===== src/rtl/pipelined_adder_if.sv =====
// Operand/result handshake bundle for pipelined_adder; the ovf wire exists only with PIPELINED_ADDER_OVF_EN.
interface pipelined_adder_if #(parameter int WIDTH = 8);
  logic             in_valid;
  logic             in_ready;
  logic [WIDTH-1:0] a;
  logic [WIDTH-1:0] b;
  logic             cin;
  logic             sub;
  logic             out_valid;
  logic             out_ready;
  logic [WIDTH-1:0] sum;
  logic             cout;
`ifdef PIPELINED_ADDER_OVF_EN
  logic             ovf;

  modport master (
    output in_valid, a, b, cin, sub, out_ready,
    input  in_ready, out_valid, sum, cout, ovf
  );
  modport slave (
    input  in_valid, a, b, cin, sub, out_ready,
    output in_ready, out_valid, sum, cout, ovf
  );
`else
  modport master (
    output in_valid, a, b, cin, sub, out_ready,
    input  in_ready, out_valid, sum, cout
  );
  modport slave (
    input  in_valid, a, b, cin, sub, out_ready,
    output in_ready, out_valid, sum, cout
  );
`endif
endinterface


===== src/rtl/pipelined_adder.sv =====
// Pipelined WIDTH-bit add/subtract, one SEG-bit carry segment per stage; PIPELINED_ADDER_OVF_EN adds signed overflow.
// Latency STAGES cycles, one beat per cycle.
// Backpressure: out_valid && !out_ready freezes every stage and drops in_ready.
module pipelined_adder #(
  parameter int WIDTH  = 8,
  parameter int STAGES = 2
) (
  input  logic             clk,
  input  logic             rst,
  pipelined_adder_if.slave bus
);
  localparam int SEG = WIDTH / STAGES;

  if (WIDTH < 1 || STAGES < 1 || (WIDTH % STAGES) != 0) begin : g_param_check
    $error("pipelined_adder: WIDTH must be a positive multiple of STAGES");
  end

  // a/bx keep full width so every stage has one shape; bits below the
  // active segment are never read again, s bits above it are not yet valid.
  typedef struct packed {
    logic             v;
    logic             c;
`ifdef PIPELINED_ADDER_OVF_EN
    logic             am;
    logic             bm;
    logic             ov;
`endif
    logic [WIDTH-1:0] a;
    logic [WIDTH-1:0] bx;
    logic [WIDTH-1:0] s;
  } stage_t;

  stage_t           st [STAGES];
  logic             adv;
  logic [WIDTH-1:0] bx;
  logic             cx;

  assign bx = bus.sub ? ~bus.b : bus.b;
  assign cx = bus.cin ^ bus.sub;

  assign adv           = !st[STAGES-1].v || bus.out_ready;
  assign bus.in_ready  = adv;
  assign bus.out_valid = st[STAGES-1].v;
  assign bus.sum       = st[STAGES-1].s;
  assign bus.cout      = st[STAGES-1].c;
`ifdef PIPELINED_ADDER_OVF_EN
  assign bus.ovf       = st[STAGES-1].ov;
`endif

  for (genvar k = 0; k < STAGES; k++) begin : g_stage
    stage_t       src;
    stage_t       nxt;
    logic [SEG:0] seg_sum;

    if (k == 0) begin : g_src_in
      always_comb begin
        src    = '0;
        src.v  = bus.in_valid;
        src.c  = cx;
        src.a  = bus.a;
        src.bx = bx;
`ifdef PIPELINED_ADDER_OVF_EN
        src.am = bus.a[WIDTH-1];
        src.bm = bx[WIDTH-1];
`endif
      end
    end else begin : g_src_prev
      assign src = st[k-1];
    end

    assign seg_sum = {1'b0, src.a[k*SEG +: SEG]} + {1'b0, src.bx[k*SEG +: SEG]}
                   + {{SEG{1'b0}}, src.c};

    always_comb begin
      nxt                  = src;
      nxt.c                = seg_sum[SEG];
      nxt.s[k*SEG +: SEG]  = seg_sum[SEG-1:0];
`ifdef PIPELINED_ADDER_OVF_EN
      // The sum MSB is only known once the top segment resolves.
      if (k == STAGES - 1) begin
        nxt.ov = (src.am == src.bm) && (seg_sum[SEG-1] != src.am);
      end
`endif
    end

    always_ff @(posedge clk or posedge rst) begin
      if (rst) begin
        st[k] <= '0;
      end else if (adv) begin
        st[k] <= nxt;
      end
    end
  end
endmodule


===== src/flat_wrapper.sv =====
// flat-port wrapper written by rule: the top's interface ports become plain ports
module pipelined_adder_flat 
#(
  parameter int WIDTH  = 8,
  parameter int STAGES = 2
)
  (clk, rst, bus_in_valid, bus_a, bus_b, bus_cin, bus_sub, bus_out_ready, bus_in_ready, bus_out_valid, bus_sum, bus_cout);
  pipelined_adder_if #(.WIDTH(WIDTH)) bus_i ();
  input  logic clk;
  input  logic rst;
  input wire logic [$bits(bus_i.in_valid)-1:0] bus_in_valid;
  input wire logic [$bits(bus_i.a)-1:0] bus_a;
  input wire logic [$bits(bus_i.b)-1:0] bus_b;
  input wire logic [$bits(bus_i.cin)-1:0] bus_cin;
  input wire logic [$bits(bus_i.sub)-1:0] bus_sub;
  input wire logic [$bits(bus_i.out_ready)-1:0] bus_out_ready;
  output wire logic [$bits(bus_i.in_ready)-1:0] bus_in_ready;
  output wire logic [$bits(bus_i.out_valid)-1:0] bus_out_valid;
  output wire logic [$bits(bus_i.sum)-1:0] bus_sum;
  output wire logic [$bits(bus_i.cout)-1:0] bus_cout;
  assign bus_i.in_valid = bus_in_valid;
  assign bus_i.a = bus_a;
  assign bus_i.b = bus_b;
  assign bus_i.cin = bus_cin;
  assign bus_i.sub = bus_sub;
  assign bus_i.out_ready = bus_out_ready;
  assign bus_in_ready = bus_i.in_ready;
  assign bus_out_valid = bus_i.out_valid;
  assign bus_sum = bus_i.sum;
  assign bus_cout = bus_i.cout;
  pipelined_adder #(.WIDTH(WIDTH), .STAGES(STAGES)) u_core (.clk(clk), .rst(rst), .bus(bus_i));
endmodule

===== config.mk =====
export PLATFORM = sky130hd
export DESIGN_NAME = pipelined_adder_flat
export DESIGN_NICKNAME = d
export VERILOG_FILES = /design/src/rtl/pipelined_adder_if.sv /design/src/rtl/pipelined_adder.sv /design/src/flat_wrapper.sv
export SDC_FILE = /design/constraint.sdc
export NUM_CORES = 1
export LEC_CHECK = 0
export BUFFER_PORTS_ARGS = -buffer_cell sky130_fd_sc_hd__buf_2
export CAP_MARGIN = 15
export CORE_AREA = 2 2 59 47
export CTS_CLUSTER_DIAMETER = 120
export CTS_CLUSTER_SIZE = 25
export DETAILED_ROUTE_END_ITERATION = 8
export DIE_AREA = 0 0 61 49
export PLACE_DENSITY_LB_ADDON = 0.25
export SETUP_SLACK_MARGIN = 0.1
export SLEW_MARGIN = 20
export SYNTH_ARGS = -nofsm -noshare
export SYNTH_HDL_FRONTEND = slang
export SYNTH_SLANG_ARGS = --single-unit

===== constraint.sdc =====
create_clock -name clk -period 4.2 [get_ports clk]
set_input_delay 0.84 -clock clk [delete_from_list [all_inputs] [get_ports clk]]
set_output_delay 0.84 -clock clk [all_outputs]
set_load 0.02 [all_outputs]

=== Yosys cells after proc, flatten, opt, wreduce, memory -nomap -nowiden ===
Cells that the tools add are included.
W data, S select, Z words.

* Output and inout bits: 11
* Word-level logic and storage cells: 17
* Input bits: 22
* Register bits: 32

* Reduce and logical (&&, ||, !) cells: 2
* Bitwise logic cells: 2
* Mux-type cells: 1
* $add $sub $neg: 4

{| class="wikitable"
|+ Operator list
! operator !! count
|-
| $add A4 B4 Y5 || 2
|-
| $add A5 B1 Y5 || 2
|-
| $mux W8 || 1
|-
| $not A8 Y8 || 1
|-
| $logic_not A1 Y1 || 1
|-
| $logic_or A1 B1 Y1 || 1
|-
| $xor A1 B1 Y1 || 1
|}

=== Depth between registers and ports, before layout ===
* Depth in word-level cells: 4
* Depth in mapped cells: 7
* Mapped depth without buffers: 6

=== Worst setup path before layout ===
Ideal clock, no wire load.

* Path type: input port to flip-flop
* Start: in bus_sub
* End: reg u_core.st (netlist bit u_core.g_stage[1].src[24])
* Stages on the path: 7
* Data required time: 4.078 ns
* Path slack: 1.673 ns
* Library setup time: 0.122 ns
* Path buffers: 1
* Data arrival time: 2.405 ns
* Cell sequence: buf_4 -> xor2_1 -> fa_1 -> fa_1 -> a21o_1 -> a21oi_1 -> a21oi_2

* Longest elaborated chain between the ends: 3
* Elaborated cells on any way between the ends: 4
* Those cells by class: add/sub (2); mux (1); bitwise (1)

{| class="wikitable"
|+ Ends and longest elaborated chain
! element !! line !! source
|-
| start, declared || flat_wrapper.sv:15 || <nowiki>input wire logic [$bits(bus_i.sub)-1:0] bus_sub;</nowiki>
|-
| $mux W8 || pipelined_adder.sv:38 || <nowiki>assign bx = bus.sub ? ~bus.b : bus.b;</nowiki>
|-
| $add A4 B4 Y5 || pipelined_adder.sv:71 || <nowiki>assign seg_sum = {1'b0, src.a[k*SEG +: SEG]} + {1'b0, src.bx[k*SEG +: SEG]}</nowiki>
|-
| $add A5 B1 Y5 (*) || pipelined_adder.sv:72 || <nowiki>+ {{SEG{1'b0}}, src.c};</nowiki>
|-
| end signal, assigned by index || pipelined_adder.sv:90 || <nowiki>st[k] <= nxt;</nowiki>
|-
| end, declared || pipelined_adder.sv:33 || <nowiki>stage_t st [STAGES];</nowiki>
|}

Mark *: on every way between the ends. The rest lies on a longest branch, timed or not.
A chain may end at the register's enable or synchronous reset.

=== Worst setup path in the final report ===
* Start: in bus_out_ready
* End: out bus_in_ready

* Longest elaborated chain between the ends: 1

{| class="wikitable"
|+ Ends and longest elaborated chain
! element !! line !! source
|-
| start, declared || flat_wrapper.sv:16 || <nowiki>input wire logic [$bits(bus_i.out_ready)-1:0] bus_out_ready;</nowiki>
|-
| $logic_or A1 B1 Y1 || pipelined_adder.sv:41 || <nowiki>assign adv = !st[STAGES-1].v || bus.out_ready;</nowiki>
|-
| end, declared || flat_wrapper.sv:17 || <nowiki>output wire logic [$bits(bus_i.in_ready)-1:0] bus_in_ready;</nowiki>
|}

No other way between the ends.

==> flow_summary.toml <==
[placement]
placed_area_um2 = 1430
hpwl_mm = 1.64
port_buffers = 32
routabilityCongestion = 0.753

[timing]
finalHoldViolCount = 0
max_freq_mhz = 375
timing.final.max_slew_violations = 0
setup_viol = 0
rsz0062_at_grt = "false"
min_period_ps = 2660
clock_skew_ps = 5.24
max-slew-margin-rel_pct = 42.2
tns_ps = 0
period_share_pct = 63.4
worst_pin_slew_ps = 866

[critical_path]
max_stage_delay_ps = 480
rr_worst_depth = 5
path_class = "in -> out"
cp_num_buf_inv = 3
critPathTopFamily = "buffers and inverters"
slowest_stage = "nor2b_4"
rrSetupSlack_ps = 2570
cp-end-kind = "output port"
cp.depth = 4
worst_ep_required_time_ps = 3360
worstSetupStartpointType = "input pin"
crit_fanout = 25
r2r_end = "u_core.bus.sum[7]"
reg2reg_from = "u_core.g_stage[1].nxt[12]"
crit_arrival_ps = 1820
crit_chain = "buf_2 -> nor2b_4 -> inv_6 -> buf_2"
cpMostUsedCell = "buf_2"

[route]
drtIter0Drc = 38
drcViolationCount = 0
via_per_inst = 4.66
dr.pass1.iters = 4
vias = 895
ant_nets = 0
wl_mm = 2.07
post_drt_wl_per_cell_um = 10.8

[yosys]
syn_area_um2 = 1280
syn_avg_cell_area_um2 = 10.1
syn_nets = 158
ys_warn_count = 0
ys_types = 21
synth_cells = 126
yosysSeqAreaShare_pct = 47.1
synth-seq-cells = 24

[die]
ioPinCount = 33
die-area_um2 = 2990
chipWidth_um = 61
core_um2 = 2460
rows = 16
dieHeight_um = 49
start_util_pct = 51.8

[hold_path]
whs_endpoint = "u_core.bus.sum[1]"
hold_class = "reg -> reg"
whs_path_depth = 2
worstHoldStart = "u_core.bus.sum[1]"

[flow_run]
cap_violations = 0

[cts]
numClockSinks = 24
numCtsBuffers = 3
hold_buffers = 0
clock-root-buffer = "clkbuf_4"
clk_pin_slew_ps = 130
clk_latency_ps = 310
cts_resized = 0
clockBufferDepth = 2
post-cts-setup-buffers = 0
htreeDepth = 1
cts_tree = "yes"

[global_routing]
track_usage_pct = 16.8
grt_overflow_total = 0
antenna_found_initial = 0
grt_max_degree = 26
grt_first_pass_wirelength_mm = 3.80
grt_pass1_vias = 906

[pwr]
ir_worst_vdd_v = 0.000217
power_leakage_nw = 0.761
p_per_area_nw_per_um2 = 480

[finish]
fin_area_um2 = 1460
finalNetCount = 189
drive_gt1_share_pct = 28.8
nFillCells = 234
antenna-diode-count = 0
area_growth_pct = 14.5

[run_status]
status = "completed"
report_power, final:
group	switching [W]	internal (W)	total (W)
Clock	0.0000664	0.0000530	0.000119
Sequential	0.0000324	0.000293	0.000325
Combinational	0.000155	0.000102	0.000257
Total	0.000253	0.000448	0.000702
flip-flops by register name (all words and copies together), names as in the netlist:
| register | count |
|---|---|
| u_core.bus.sum | 8 |
| u_core.bus.cout | 1 |
| u_core.bus.out_valid | 1 |
| u_core.g_stage.src | 1 |
| u_core.g_stage.nxt | 13 |
worst reg2reg max path, cell delays in order (launching register included):
cell	delay, ps
dfrtp_1	420
fa_1	450
a21o_1	190
a21oi_1	180
xor2_1	180
o21ai_1	80
cell families after synthesis:
group / after synthesis / share of synthesized area (%)
AOI/OAI and AO/OA: 19 / 9.80
DFF: 24 / 47.1
xor gates and xnor gates: 13 / 8.92
adders and majority gates: 10 / 12.2
buffers and inverters: 11 / 6.27
and+or+nand+nor: 49 / 15.8
layout by cell type (no fill, tap or decap):
cell type	synthesis	final
o21ai_1	3	3
nor2b_1	1	1
nand2b_1	1	1
a21oi_2	4	4
clkbuf_4	0	3
o21ai_2	2	2
a21o_1	3	3
fa_1	4	4
xor2_1	9	9
nand2_1	41	41
buf_2	0	32
dfrtp_1	24	24
nor2b_4	1	1
inv_1	4	4
ha_1	6	6
inv_6	1	1
xnor2_1	4	4
nor2_1	4	4
a21oi_1	3	3
nor2_2	1	1
o21ai_0	4	4
clkbuf_8	0	1
cell usage after synthesis:
library cell | number | area share, %
a21oi_2 | 4 | 2.7
buf_4 | 3 | 1.8
a21oi_1 | 3 | 1.2
ha_1 | 6 | 5.9
o21ai_0 | 4 | 1.6
a21o_1 | 3 | 1.8
nor2_2 | 1 | 0.49
nor2b_1 | 1 | 0.49
nor2_1 | 4 | 1.2
nand2b_1 | 1 | 0.49
o21ai_2 | 2 | 1.4
o21ai_1 | 3 | 1.2
nand2_1 | 41 | 12
xnor2_1 | 4 | 2.7
inv_6 | 1 | 0.69
dfrtp_1 | 24 | 47
nor2b_4 | 1 | 1.1
buf_6 | 3 | 2.6
inv_1 | 4 | 1.2
fa_1 | 4 | 6.3
xor2_1 | 9 | 6.2
how the worst max path moves through the flow:
stage	startpoint	to	slack [ps]
after detailed placement	bus_sub	u_core.g_stage[1].src[24]	1500
final	bus_out_ready	bus_in_ready	1540
after global placement	bus_out_ready	bus_in_ready	1560
after floorplan	bus_sub	u_core.g_stage[1].src[24]	1670
after CTS	bus_out_ready	bus_in_ready	1520
after global routing	bus_out_ready	bus_in_ready	1450
layout make-up:
type / count / area (um2) / share of cell area (%)
Clock buffer: 4 / 36.3 / 2.48
Inverter: 5 / 23.8 / 1.63
Multi-Input combinational cell: 91 / 596 / 40.8
Sequential cell: 24 / 601 / 41.1
Tap cell: 36 / 45.0 / 3.08
Timing Repair Buffer: 32 / 160 / 11.0
stage by stage:
step                util, %  total power, W  worst slack [ps]  hold slack (ps)  std cells
floorplan                 -        0.000522              1670              430        126
global placement       57.9        0.000585              1560              444        188
detailed placement     57.9        0.000593              1500              451        188
CTS                    59.3        0.000714              1520              481        192
global route           59.3        0.000762              1450              527        192
finish                 59.3        0.000702              1540              474        192
routing by layer:
metal	track usage, %	routed length (um)	vias to the layer above
li1	-	-	456
met1	21.3	943	418
met2	28.1	1020	19
met3	4.77	85	2
met4	4.35	17	0
met5	0	0	-
Power figures use the tool's default switching activity.
